## config.mk

```make
export PLATFORM = sky130hd
export DESIGN_NAME = control_parametros
export DESIGN_NICKNAME = d
export VERILOG_FILES = /design/src/rtl/control_parametros.sv
export SDC_FILE = /design/constraint.sdc
export NUM_CORES = 1
export LEC_CHECK = 0
export BUFFER_PORTS_ARGS = -buffer_cell sky130_fd_sc_hd__buf_4
export CAP_MARGIN = 0
export CORE_ASPECT_RATIO = 0.6
export CORE_UTILIZATION = 54
export DETAILED_ROUTE_END_ITERATION = 10
export PLACE_DENSITY = 0.75
export RECOVER_POWER = 100
export SYNTH_ARGS = -nofsm -noshare
export SYNTH_HDL_FRONTEND = slang
export SYNTH_SLANG_ARGS = --single-unit
```

## constraint.sdc

```tcl
create_clock -name clk -period 2.1 [get_ports clk]
set_input_delay 0.42 -clock clk [delete_from_list [all_inputs] [get_ports clk]]
set_output_delay 0.42 -clock clk [all_outputs]
set_load 0.005 [all_outputs]
```

## src/rtl/control_parametros.sv

```systemverilog
// control_parametros: button front end for the 7-segment setpoint display.
// Three raw push-buttons are synchronised, debounced and edge-detected into
// one-cycle press pulses. The pulses drive a two-mode setpoint controller
// (corriente / frecuencia). A free-running prescaler produces the digit-scan
// index used by the display decoder.
module control_parametros #(
  parameter int DEBOUNCE_CYCLES = 500000,
  parameter int SCAN_DIV        = 50000
) (
  input  logic       clk,
  input  logic       rst_n,
  input  logic       btn_arriba,
  input  logic       btn_abajo,
  input  logic       btn_modo,
  output logic       selector,
  output logic [9:0] corriente,
  output logic [7:0] frecuencia,
  output logic [1:0] cont,
  output logic       cambio
);

  // Debounce counter only has to reach DEBOUNCE_CYCLES-1 before the level flips.
  localparam int CW = (DEBOUNCE_CYCLES > 2) ? $clog2(DEBOUNCE_CYCLES) : 1;
  // Prescaler holds 0..SCAN_DIV-1; keep at least one bit when SCAN_DIV is 1.
  localparam int PW = (SCAN_DIV > 1) ? $clog2(SCAN_DIV) : 1;

  localparam logic [CW-1:0] CNT_LAST = CW'(DEBOUNCE_CYCLES - 1);
  localparam logic [PW-1:0] PRE_LAST = PW'(SCAN_DIV - 1);

  // Bit positions of the buttons inside the raw/press vectors.
  localparam int BTN_UP   = 0;
  localparam int BTN_DOWN = 1;
  localparam int BTN_MODE = 2;

  localparam logic [9:0] CORR_STEP = 10'd100;
  localparam logic [9:0] CORR_MAX  = 10'd1000;
  localparam logic [2:0] IDX_MAX   = 3'd7;

  typedef enum logic {
    MODO_FREC = 1'b0,
    MODO_CORR = 1'b1
  } modo_t;

  logic [2:0] raw;
  logic [2:0] press;

  assign raw = {btn_modo, btn_abajo, btn_arriba};

  // ---------------------------------------------------------------------------
  // Per-button conditioning: synchroniser -> debouncer -> registered rising edge
  // ---------------------------------------------------------------------------
  generate
    for (genvar gi = 0; gi < 3; gi++) begin : g_btn
      logic          sync1_reg;
      logic          sync2_reg;
      logic          level_reg;
      logic          level_d_reg;
      logic          pulse_reg;
      logic [CW-1:0] count_reg;

      // Two-flop synchroniser for the asynchronous button input.
      always_ff @(posedge clk) begin
        if (!rst_n) begin
          sync1_reg <= 1'b0;
          sync2_reg <= 1'b0;
        end else begin
          sync1_reg <= raw[gi];
          sync2_reg <= sync1_reg;
        end
      end

      // Accept a new level only after it has differed for DEBOUNCE_CYCLES cycles in a row.
      always_ff @(posedge clk) begin
        if (!rst_n) begin
          level_reg <= 1'b0;
          count_reg <= '0;
        end else if (sync2_reg == level_reg) begin
          count_reg <= '0;
        end else if (count_reg == CNT_LAST) begin
          level_reg <= ~level_reg;
          count_reg <= '0;
        end else begin
          count_reg <= count_reg + CW'(1);
        end
      end

      // Registered rising-edge detector; releases never generate a pulse.
      always_ff @(posedge clk) begin
        if (!rst_n) begin
          level_d_reg <= 1'b0;
          pulse_reg   <= 1'b0;
        end else begin
          level_d_reg <= level_reg;
          pulse_reg   <= level_reg & ~level_d_reg;
        end
      end

      assign press[gi] = pulse_reg;
    end
  endgenerate

  // ---------------------------------------------------------------------------
  // Setpoint controller
  // ---------------------------------------------------------------------------
  modo_t      state_reg,     state_next;
  logic [9:0] corriente_reg, corriente_next;
  logic [2:0] idx_reg,       idx_next;
  logic [7:0] frec_reg,      frec_next;
  logic       cambio_reg,    cambio_next;
  logic       step_up;
  logic       step_down;

  // Frequency table indexed by the 3-bit frequency position.
  function automatic logic [7:0] frec_tabla(input logic [2:0] idx);
    logic [7:0] val;
    case (idx)
      3'd0:    val = 8'd10;
      3'd1:    val = 8'd30;
      3'd2:    val = 8'd50;
      3'd3:    val = 8'd75;
      3'd4:    val = 8'd100;
      3'd5:    val = 8'd125;
      3'd6:    val = 8'd175;
      default: val = 8'd250;
    endcase
    return val;
  endfunction

  // A simultaneous up+down press cancels out; mode press masks both.
  assign step_up   = press[BTN_UP]   & ~press[BTN_DOWN] & ~press[BTN_MODE];
  assign step_down = press[BTN_DOWN] & ~press[BTN_UP]   & ~press[BTN_MODE];

  // Next-state logic: mode toggle or saturating step of the active setpoint.
  always_comb begin
    state_next     = state_reg;
    corriente_next = corriente_reg;
    idx_next       = idx_reg;
    cambio_next    = 1'b0;

    if (press[BTN_MODE]) begin
      state_next  = (state_reg == MODO_CORR) ? MODO_FREC : MODO_CORR;
      cambio_next = 1'b1;
    end else if (step_up) begin
      if (state_reg == MODO_CORR) begin
        if (corriente_reg < CORR_MAX) begin
          corriente_next = corriente_reg + CORR_STEP;
          cambio_next    = 1'b1;
        end
      end else begin
        if (idx_reg != IDX_MAX) begin
          idx_next    = idx_reg + 3'd1;
          cambio_next = 1'b1;
        end
      end
    end else if (step_down) begin
      if (state_reg == MODO_CORR) begin
        if (corriente_reg != 10'd0) begin
          corriente_next = corriente_reg - CORR_STEP;
          cambio_next    = 1'b1;
        end
      end else begin
        if (idx_reg != 3'd0) begin
          idx_next    = idx_reg - 3'd1;
          cambio_next = 1'b1;
        end
      end
    end

    // Table lookup feeds a register so frecuencia has no combinational path.
    frec_next = frec_tabla(idx_next);
  end

  // Setpoint state register; cambio updates on the same edge as the values.
  always_ff @(posedge clk) begin
    if (!rst_n) begin
      state_reg     <= MODO_CORR;
      corriente_reg <= 10'd0;
      idx_reg       <= 3'd0;
      frec_reg      <= 8'd10;
      cambio_reg    <= 1'b0;
    end else begin
      state_reg     <= state_next;
      corriente_reg <= corriente_next;
      idx_reg       <= idx_next;
      frec_reg      <= frec_next;
      cambio_reg    <= cambio_next;
    end
  end

  assign selector   = (state_reg == MODO_CORR);
  assign corriente  = corriente_reg;
  assign frecuencia = frec_reg;
  assign cambio     = cambio_reg;

  // ---------------------------------------------------------------------------
  // Digit-scan counter
  // ---------------------------------------------------------------------------
  logic [PW-1:0] pre_reg;
  logic [1:0]    cont_reg;

  // Each cont value is held for SCAN_DIV cycles, then advances modulo 4.
  always_ff @(posedge clk) begin
    if (!rst_n) begin
      pre_reg  <= '0;
      cont_reg <= 2'd0;
    end else if (pre_reg == PRE_LAST) begin
      pre_reg  <= '0;
      cont_reg <= cont_reg + 2'd1;
    end else begin
      pre_reg  <= pre_reg + PW'(1);
    end
  end

  assign cont = cont_reg;

endmodule

```

==> flow_metrics.tcl <==
set metrics [dict create \
    status "finished, final reports clean" \
    ant_nets 0 \
    setup_slack_ns 0.00596 \
    globalRoute.totalOverflow 0 \
    synth_area_um2 4820 \
    cts_tree "yes" \
    synthAdderAreaFrac 0.0379 \
    synth-edff-count 0 \
    switchingPower_w 0.000817 \
    synthXorXnorAreaFrac 0.136 \
    worstMarginPinSlew_ns 0.609 \
    combPwrFrac 0.013 \
    top_level_ports 27 \
    peakVddDrop_uv 438 \
    dp_hpwl_um 6350 \
    antenna_found_initial 0 \
    path_max_fanout 4 \
    syn2layout_area_growth_pct 15.6 \
    core-area_um2 8590 \
    grt_pass1_vias 3340 \
    path_clk_slew_ns 0.07 \
    clk_path_buf_depth 2 \
    start_util 0.561 \
    min_period_ns 2.09 \
    clock-sinks 111 \
    grt_pass1_wl_um 15100 \
    skew_ns 0.00786 \
    wirelength_um 9220 \
    dr.pass1.iters 4 \
    gp_congestion 0.836 \
    period_share 0.997 \
    synthArstFlopShare 0 \
    antenna_cells 0 \
    reg2reg_slack_ns 0.006 \
    grt_use_total 0.211 \
    rsz0062_at_grt "yes" \
    synthSimpleGateAreaFrac 0.272 \
    max_freq_ghz 0.478 \
    htree_levels 3 \
    drive_gt1_frac 0.127 \
    p_sw_frac 0.209 \
    synthMuxAreaShare 0.0145 \
    netlist_instances 545 \
    setup_viol 0 \
    worstPathRequired_ns 2.33 \
    p_leak_nw 2.01 \
    clkPwrFrac 0.445 \
    report.final.slew_viol_count 0 \
    rows 26 \
    cts-root-buf "clkbuf_16" \
    first_iter_violations 195 \
    vias 3678 \
    via_per_inst 5.25 \
    grt_max_degree 28 \
    critPathKind "reg -> reg" \
    p_int_w 0.00310 \
    critPathLaunchType "flop" \
    critical_path_arrival_ns 2.33 \
    yosys_warnings 0 \
    end_kind "flop" \
    synth_top_family_by_area "simple AND/OR/NAND/NOR gates" \
    mostFrequentLayoutCells "108 x dfxtp_1, 100 x nor2_1, 45 x xor2_1" \
    synth_flop_cell "dfxtp_1" \
    die_h_um 75.2 \
    largest_reg_flops 57 \
    drc_errors 0 \
    nNetsFinal 603 \
    die_x_um 124 \
    synth-compound-area-share 0.0512 \
    avgSynthCellArea_um2 8.84 \
    dieArea_um2 9310 \
    synth_cell_types 46 \
    p_seq_frac 0.542 \
    final_common_cell "dfxtp_1" \
    hp-class "in -> reg" \
    clk_latency_ns 0.36 \
    dp_slack_ns -0.0418 \
    finalHoldViolations 0 \
    port_buffers 24 \
    synth-seq-cells 111 \
    wl_per_cell_um 13.2 \
    yosysSeqAreaShare 0.461 \
    max_slew_margin 0.590 \
    final_util 0.649 \
    cap_violations 0 \
    powerDensity_nw_per_um2 703 \
    fillerInstances 714 \
    numCtsBuffers 9 \
]
## metal layers
layer,vias to the layer above,routed length [µm],track usage
met2,55,3840,0.305
met3,10,435,0.0742
li1,1906,-,-
met1,1707,4850,0.291
met5,-,0,0
met4,0,97,0.0767
## cells in the mapped netlist, types with 2 or more instances
library cell  instances  share of area
dfxtp_1             111           0.46
or3_1                10          0.013
or2_2                 3         0.0039
and3_1                8          0.010
buf_2                 5         0.0052
o22ai_1               3         0.0039
a211oi_1              2         0.0031
inv_1                14          0.011
ha_1                 13          0.034
nor3_1                5         0.0052
a21o_1                2         0.0031
buf_4                 2         0.0031
nor4b_1               7          0.013
nor2_1              101          0.079
xnor2_1              30          0.055
nand2_1              44          0.034
nand2b_1              5         0.0065
or4_1                 2         0.0031
nand3_1              34          0.035
nand4_1              14          0.018
clkbuf_1              7         0.0055
or3_4                 2         0.0047
mux2i_1               7          0.015
and2_1               10          0.013
a21oi_1              15          0.016
o21ai_0              13          0.014
nor2b_1               8          0.010
and4_1                4         0.0073
nor4_1                3         0.0039
xor2_1               45          0.082
## power groups by stage
stage | Combinational (W) | Clock [W] | Sequential, W
after floorplan | 0.0000392 | 0 | 0.00217
after global placement | 0.0000481 | 0 | 0.00217
after detailed placement | 0.0000496 | 0 | 0.00217
after CTS | 0.0000497 | 0.00179 | 0.00212
after global routing | 0.0000573 | 0.00185 | 0.00212
final | 0.0000492 | 0.00174 | 0.00212
## logic make-up after synthesis
kind of cell / after synthesis
xor+xnor: 75
simple gates: 266
flops: 111
compound gates: 42
mux: 7
fa+ha+maj: 14
other cells: 1
buf+inv: 29
## worst paths after layout
kind,cells after the start,endpoint,startpoint
hold reg to reg,1,g_btn[0].pulse_reg,g_btn[0].level_d_reg
hold / removal,2,g_btn[0].sync1_reg,btn_arriba
setup / recovery,10,corriente[8],g_btn[1].pulse_reg
setup reg to reg,10,corriente[8],g_btn[1].pulse_reg
## cell type report
class	count	area, µm²	share of cell area
Multi-Input combinational cell	406	2540	0.456
Clock inverter	5	63.8	0.0115
Tap cell	112	140	0.0252
Clock buffer	11	243	0.0436
Inverter	14	52.6	0.00943
Sequential cell	111	2230	0.400
Timing Repair Buffer	42	304	0.0546
## what timing repair did
| item | CTS | global route |
|---|---|---|
| gates cloned | 0 | 0 |
| endpoints found under the setup margin | 1 | 27 |
| pin swaps | 2 | 9 |
| hold buffers | 0 | 0 |
| setup buffers | 1 | 3 |
| resized for setup | 2 | 15 |
| endpoints found under the hold margin | 0 | 0 |
## stage by stage
stage	power, W	area, µm²	std cells	setup TNS [ns]	hold slack (ns)
after global routing	0.00404	5570	701	-1.72	0.273
after floorplan	0.00221	4840	546	0	0.367
after CTS	0.00396	5520	699	0	0.256
after detailed placement	0.00222	5200	682	-0.0418	0.381
final	0.00392	5570	701	0	0.267
after global placement	0.00222	5200	682	0	0.383
## worst max-delay path: stages (launching register included)
cell and delay (ns):
dfxtp_2 0.33, nand2b_4 0.15, nor2_4 0.09, inv_2 0.07
fa_1 0.42, a21o_1 0.20, a21oi_1 0.21, o21bai_1 0.11
a21oi_2 0.15, xor2_1 0.16, o22ai_1 0.08
(Power assumes the default switching activity.)
